File: config.mk
export PLATFORM = sky130hd
export DESIGN_NAME = path_tracker
export DESIGN_NICKNAME = d
export VERILOG_FILES = /design/src/rtl/path_tracker.sv
export SDC_FILE = /design/constraint.sdc
export NUM_CORES = 1
export LEC_CHECK = 0
export CORE_MARGIN = 2
export CORE_UTILIZATION = 30
export CTS_BUF_LIST = sky130_fd_sc_hd__clkbuf_4 sky130_fd_sc_hd__clkbuf_8
export CTS_CLUSTER_DIAMETER = 150
export DETAILED_ROUTE_END_ITERATION = 12
export SETUP_SLACK_MARGIN = 0.1
export SLEW_MARGIN = 0
export SYNTH_ARGS = -nofsm -noshare
export SYNTH_HDL_FRONTEND = slang
export SYNTH_SLANG_ARGS = --single-unit
File: constraint.sdc
create_clock -name variable_clock -period 4 [get_ports variable_clock]
set_input_delay 1.2 -clock variable_clock [delete_from_list [all_inputs] [get_ports variable_clock]]
set_output_delay 1.2 -clock variable_clock [all_outputs]
set_load 0.02 [all_outputs]
File: src/rtl/path_tracker.sv
// Tracks an object along a fixed closed path, counting accepted steps and completed laps.
// Illegal moves latch an error and park the tracker in LOST until the object is seen at home.
module path_tracker (
  input  logic       variable_clock,
  input  logic       rst,
  input  logic [6:0] var_x,
  input  logic [6:0] var_y,
  input  logic       clr_err,
  output logic [2:0] seg,
  output logic [7:0] step_count,
  output logic [7:0] lap_count,
  output logic       lap_pulse,
  output logic       abort_pulse,
  output logic       err_pulse,
  output logic       err_sticky
);

  typedef enum logic [2:0] {
    SegD0   = 3'd0,
    SegL1   = 3'd1,
    SegU2   = 3'd2,
    SegR3   = 3'd3,
    SegU4   = 3'd4,
    SegR5   = 3'd5,
    SegRet  = 3'd6,
    SegLost = 3'd7
  } seg_e;

  localparam logic [6:0] HomeX = 7'd84;
  localparam logic [6:0] HomeY = 7'd0;

  seg_e       r_seg;
  logic [7:0] r_step_count;
  logic [7:0] r_lap_count;
  logic       r_lap_pulse;
  logic       r_abort_pulse;
  logic       r_err_pulse;
  logic       r_err_sticky;
  logic [6:0] r_prev_x;
  logic [6:0] r_prev_y;

  logic [6:0] w_exp_x;
  logic [6:0] w_exp_y;
  logic [6:0] w_end_x;
  logic [6:0] w_end_y;
  logic       w_has_step;
  logic       w_home;
  logic       w_prev_home;
  logic       w_stall;
  logic       w_step;
  logic       w_at_end;
  logic       w_illegal;

  // Expected next position (prev plus unit step) and endpoint of the current segment.
  always_comb begin
    w_exp_x    = r_prev_x;
    w_exp_y    = r_prev_y;
    w_end_x    = HomeX;
    w_end_y    = HomeY;
    w_has_step = 1'b1;
    case (r_seg)
      SegD0: begin
        w_exp_y = r_prev_y + 7'd1;
        w_end_x = 7'd84;
        w_end_y = 7'd53;
      end
      SegL1: begin
        w_exp_x = r_prev_x - 7'd1;
        w_end_x = 7'd41;
        w_end_y = 7'd53;
      end
      SegU2: begin
        w_exp_y = r_prev_y - 7'd1;
        w_end_x = 7'd41;
        w_end_y = 7'd25;
      end
      SegR3: begin
        w_exp_x = r_prev_x + 7'd1;
        w_end_x = 7'd64;
        w_end_y = 7'd25;
      end
      SegU4: begin
        w_exp_y = r_prev_y - 7'd1;
        w_end_x = 7'd64;
        w_end_y = 7'd127;
      end
      SegR5: begin
        w_exp_x = r_prev_x + 7'd1;
        w_end_x = 7'd85;
        w_end_y = 7'd127;
      end
      default: w_has_step = 1'b0;
    endcase
  end

  assign w_home      = (var_x == HomeX) && (var_y == HomeY);
  assign w_prev_home = (r_prev_x == HomeX) && (r_prev_y == HomeY);
  assign w_stall     = (var_x == r_prev_x) && (var_y == r_prev_y);
  assign w_step      = w_has_step && (var_x == w_exp_x) && (var_y == w_exp_y);
  assign w_at_end    = (var_x == w_end_x) && (var_y == w_end_y);
  assign w_illegal   = !w_home && (r_seg != SegLost) && !w_stall && !w_step;

  always_ff @(posedge variable_clock or posedge rst) begin
    if (rst) begin
      r_seg         <= SegD0;
      r_step_count  <= 8'd0;
      r_lap_count   <= 8'd0;
      r_lap_pulse   <= 1'b0;
      r_abort_pulse <= 1'b0;
      r_err_pulse   <= 1'b0;
      r_err_sticky  <= 1'b0;
      r_prev_x      <= HomeX;
      r_prev_y      <= HomeY;
    end else begin
      r_prev_x      <= var_x;
      r_prev_y      <= var_y;
      r_lap_pulse   <= 1'b0;
      r_abort_pulse <= 1'b0;
      r_err_pulse   <= 1'b0;
      if (w_home) begin
        r_seg        <= SegD0;
        r_step_count <= 8'd0;
        if (r_seg == SegRet) begin
          r_lap_pulse <= 1'b1;
          if (r_lap_count != 8'hFF) r_lap_count <= r_lap_count + 8'd1;
        end else if (!w_prev_home) begin
          r_abort_pulse <= 1'b1;
        end
      end else if (w_step) begin
        if (r_step_count != 8'hFF) r_step_count <= r_step_count + 8'd1;
        if (w_at_end) r_seg <= seg_e'(r_seg + 3'd1);
      end else if (w_illegal) begin
        r_err_pulse <= 1'b1;
        r_seg       <= SegLost;
      end
      // Setting the error has priority over clearing it.
      if (w_illegal) r_err_sticky <= 1'b1;
      else if (clr_err) r_err_sticky <= 1'b0;
    end
  end

  assign seg         = r_seg;
  assign step_count  = r_step_count;
  assign lap_count   = r_lap_count;
  assign lap_pulse   = r_lap_pulse;
  assign abort_pulse = r_abort_pulse;
  assign err_pulse   = r_err_pulse;
  assign err_sticky  = r_err_sticky;

endmodule

==> impl_metrics.yaml <==
worst_setup_path:
  required_ns: 4.24
  critical_path_class: "flop to flop"
  setup.worst_path.end_class: "flop"
  cp_cell_sequence: "inv_1 > ha_1 > nand2_1 > nand2_4 > ha_2 > a21oi_1 > a21boi_0 > o311a_1 > a311o_1 > or4_4 > a2111o_1 > or3_1 > a21oi_1"
  crit_buf_inv: 1
  ff2ff_path_depth: 13
  cp.depth: 13
  r2r-start: "seg[1]$_DFFE_PP0P_"
  max_stage_delay_ns: 0.53
  crit_start: "seg[1]$_DFFE_PP0P_"
  crit_family: "compound AO/OA/AOI/OAI gates"
  r2r_end: "step_count[3]$_DFFE_PP0P_"
  path_common_cell: "a21oi_1"
  path_max_fanout: 6
  cp.arrival_ns: 3.93
  cp_slowest_cell: "or4_4"
  start_kind: "flop"
  endpoint: "step_count[3]$_DFFE_PP0P_"
  reg2reg_setup_slack_ns: 0.31
logic_synthesis:
  yosysWarnings: 0
  synth_edf_count: 0
  syn_area_per_cell_um2: 8.62
  ys_ff_latch: 37
  netlist_instances: 353
  syn_area_um2: 3040
  synth_ff_type: "dfrtp_1"
  syn_nets: 387
  synth-async-reset-ratio_pct: 100
  synth_cell_types: 61
  ys_seq_area_share_pct: 30.5
floorplan:
  fp.dieW_um: 105
  num_io_pins: 40
  die_h_um: 105
  rows: 36
  start_util_pct: 31.0
  core-area_um2: 9820
  dieArea_um2: 11000
detailed_routing:
  drc: 0
  avgRoutedWirePerCell_um: 16.0
  maxUsedRoutingLayer: "met4"
  avgViaCountPerCell: 5.43
  wl_met2_mm: 3.91
  vias: 2954
  first_pass_iters: 4
  wl_met3_um: 410
  antenna_left: 0
  first_iter_violations: 118
  met1_length_mm: 4.26
  wl_mm: 8.71
cells_and_area:
  post-route-cell-area_um2: 3840
  fill_cells: 1037
  layout-area-overhead-vs-synth_pct: 26.1
  n_antenna_cell: 0
  layout_common_cells: "clkdlybuf4s50_1, dfrtp_1, nand2_1"
  final_common_cell: "clkdlybuf4s50_1"
  final_nets: 444
  multiInputGateArea_um2: 2030
  drive_gt1_share_pct: 13.9
  seqCellArea_um2: 932
clock_network:
  path_clk_slew_ns: 0.10
  cts_made_buffers: 5
  cts_hold_buffers: 0
  cts-root-buf: "clkbuf_8"
  clock_latency_ns: 0.31
  htree_levels: 2
  clockBufferDepth: 2
  numClockSinks: 37
  cts_tree: "built"
timing:
  fmax_ghz: 0.271
  period_needed_ns: 3.69
  finalMaxSlewViolations: 0
  setup_violations: 0
  skew_ns: 0.0134
  tightest_slew_ns: 0.536
  min_period_over_period_pct: 92.3
  final_hold_viol_count: 0
  fin_ws_ns: 0.307
  rsz0062_at_grt: "false"
  tns_ns: 0
  relSlewSlack_pct: 63.2
status:
  status: "finished, final reports clean"
placed_design:
  place_area_um2: 3730
  gp_congestion: 0.945
  place_hpwl_mm: 6.61
  port_buffers: 39
  dp_slack_ns: 0.0230
power_and_ir_drop:
  vdd_drop_max_v: 0.000148
  power_density_nw_per_um2: 213
  leakagePower_nw: 1.65
run:
  maxCapViolations: 0
min_path:
  holdPathStages: 1
  hold_class: "flop to flop"
global_route:
  grt_pass1_wl_mm: 14.7
  grt_pass1_vias: 2946
  grt_usage_pct: 16.4
  antenna_found_initial: 0
  grt_overflow_total: 0
  grt_max_degree: 38
synthesized netlist by cell type (4+ instances only):
library cell  number  area share [%]
o22ai_1            4            0.82
o21ai_0           12             2.0
and3_1            12             2.5
nor3_1             9             1.5
a21o_1             4            0.99
ha_1              16             6.6
nor2_1            22             2.7
xnor2_1           17             4.9
nand3_1           17             2.8
xor2_1             9             2.6
a41o_1             4             1.3
mux2i_1           10             3.3
dfrtp_1           34              28
nor4_1            10             2.1
o211ai_1           7             1.7
a31oi_1            5             1.0
nand2_1           28             3.5
nor2b_1            4            0.82
nand2b_1           4            0.82
a221oi_1           4             1.2
nand4_1            8             1.6
mux2_2             4             1.5
a21oi_1           25             4.1
inv_1             14             1.7
clkbuf_1          11             1.4
how the worst min path moves through the flow:
stage | slack [ns] | startpoint | end
global placement | 0.49 | lap_count[5]$_DFFE_PP0P_ | lap_count[5]$_DFFE_PP0P_
finish | 0.51 | lap_count[5]$_DFFE_PP0P_ | lap_count[5]$_DFFE_PP0P_
floorplan | 0.59 | lap_count[5]$_DFFE_PP0P_ | lap_count[5]$_DFFE_PP0P_
CTS | 0.51 | lap_count[5]$_DFFE_PP0P_ | lap_count[5]$_DFFE_PP0P_
global route | 0.54 | lap_count[7]$_DFFE_PP0P_ | lap_count[7]$_DFFE_PP0P_
detailed placement | 0.49 | lap_count[5]$_DFFE_PP0P_ | lap_count[5]$_DFFE_PP0P_
final cells by class:
type                            count  share of cell area (%)
Sequential cell                    37                    24.3
Clock buffer                        5                    1.79
Clock inverter                      3                   0.554
Tap cell                          133                    4.34
Timing Repair Buffer               63                    14.9
Multi-Input combinational cell    289                    52.8
Inverter                           14                    1.37
per-layer routing:
metal / global-route usage, % / up-vias
li1: - / 1447
met1: 22.9 / 1418
met2: 26.1 / 79
met3: 2.81 / 10
met5: 0 / -
met4: 4.48 / 0
power by group:
group	switching [W]	internal (W)
registers	0.0000162	0.000383
logic	0.0000720	0.0000608
clock network	0.000163	0.000124
cell families after synthesis:
| group | share of synthesized area, % |
|---|---|
| muxes | 4.77 |
| xor gates and xnor gates | 7.48 |
| buffers and inverters | 3.37 |
| adders and majority gates | 7.23 |
| DFF | 30.5 |
| AOI/OAI and AO/OA | 21.7 |
| and+or+nand+nor | 24.9 |
state kept, by name (all words and copies together) (netlist names):
name         count
err_sticky       1
lap_pulse        1
abort_pulse      1
step_count       8
lap_count        8
err_pulse        1
r_prev_x         7
r_prev_y         7
seg              3
what timing repair did:
| item | CTS | global route |
|---|---|---|
| setup endpoints to repair | 0 | 12 |
| setup buffers | 0 | 0 |
| gates resized for setup | 0 | 5 |
through the flow:
| stage | cells | hold WS [ns] | util [%] | power, W |
|---|---|---|---|---|
| 6_report | 544 | 0.506 | 39.1 | 0.000818 |
| 5_1_grt | 544 | 0.537 | 39.1 | 0.000855 |
| 4_1_cts | 544 | 0.512 | 38.9 | 0.000829 |
| 3_5_place_dp | 536 | 0.491 | 38.0 | 0.000539 |
| 3_3_place_gp | 536 | 0.492 | 38.0 | 0.000538 |
| 2_1_floorplan | 353 | 0.593 | - | 0.000477 |
Note: power is estimated with default switching activity, not from simulation.
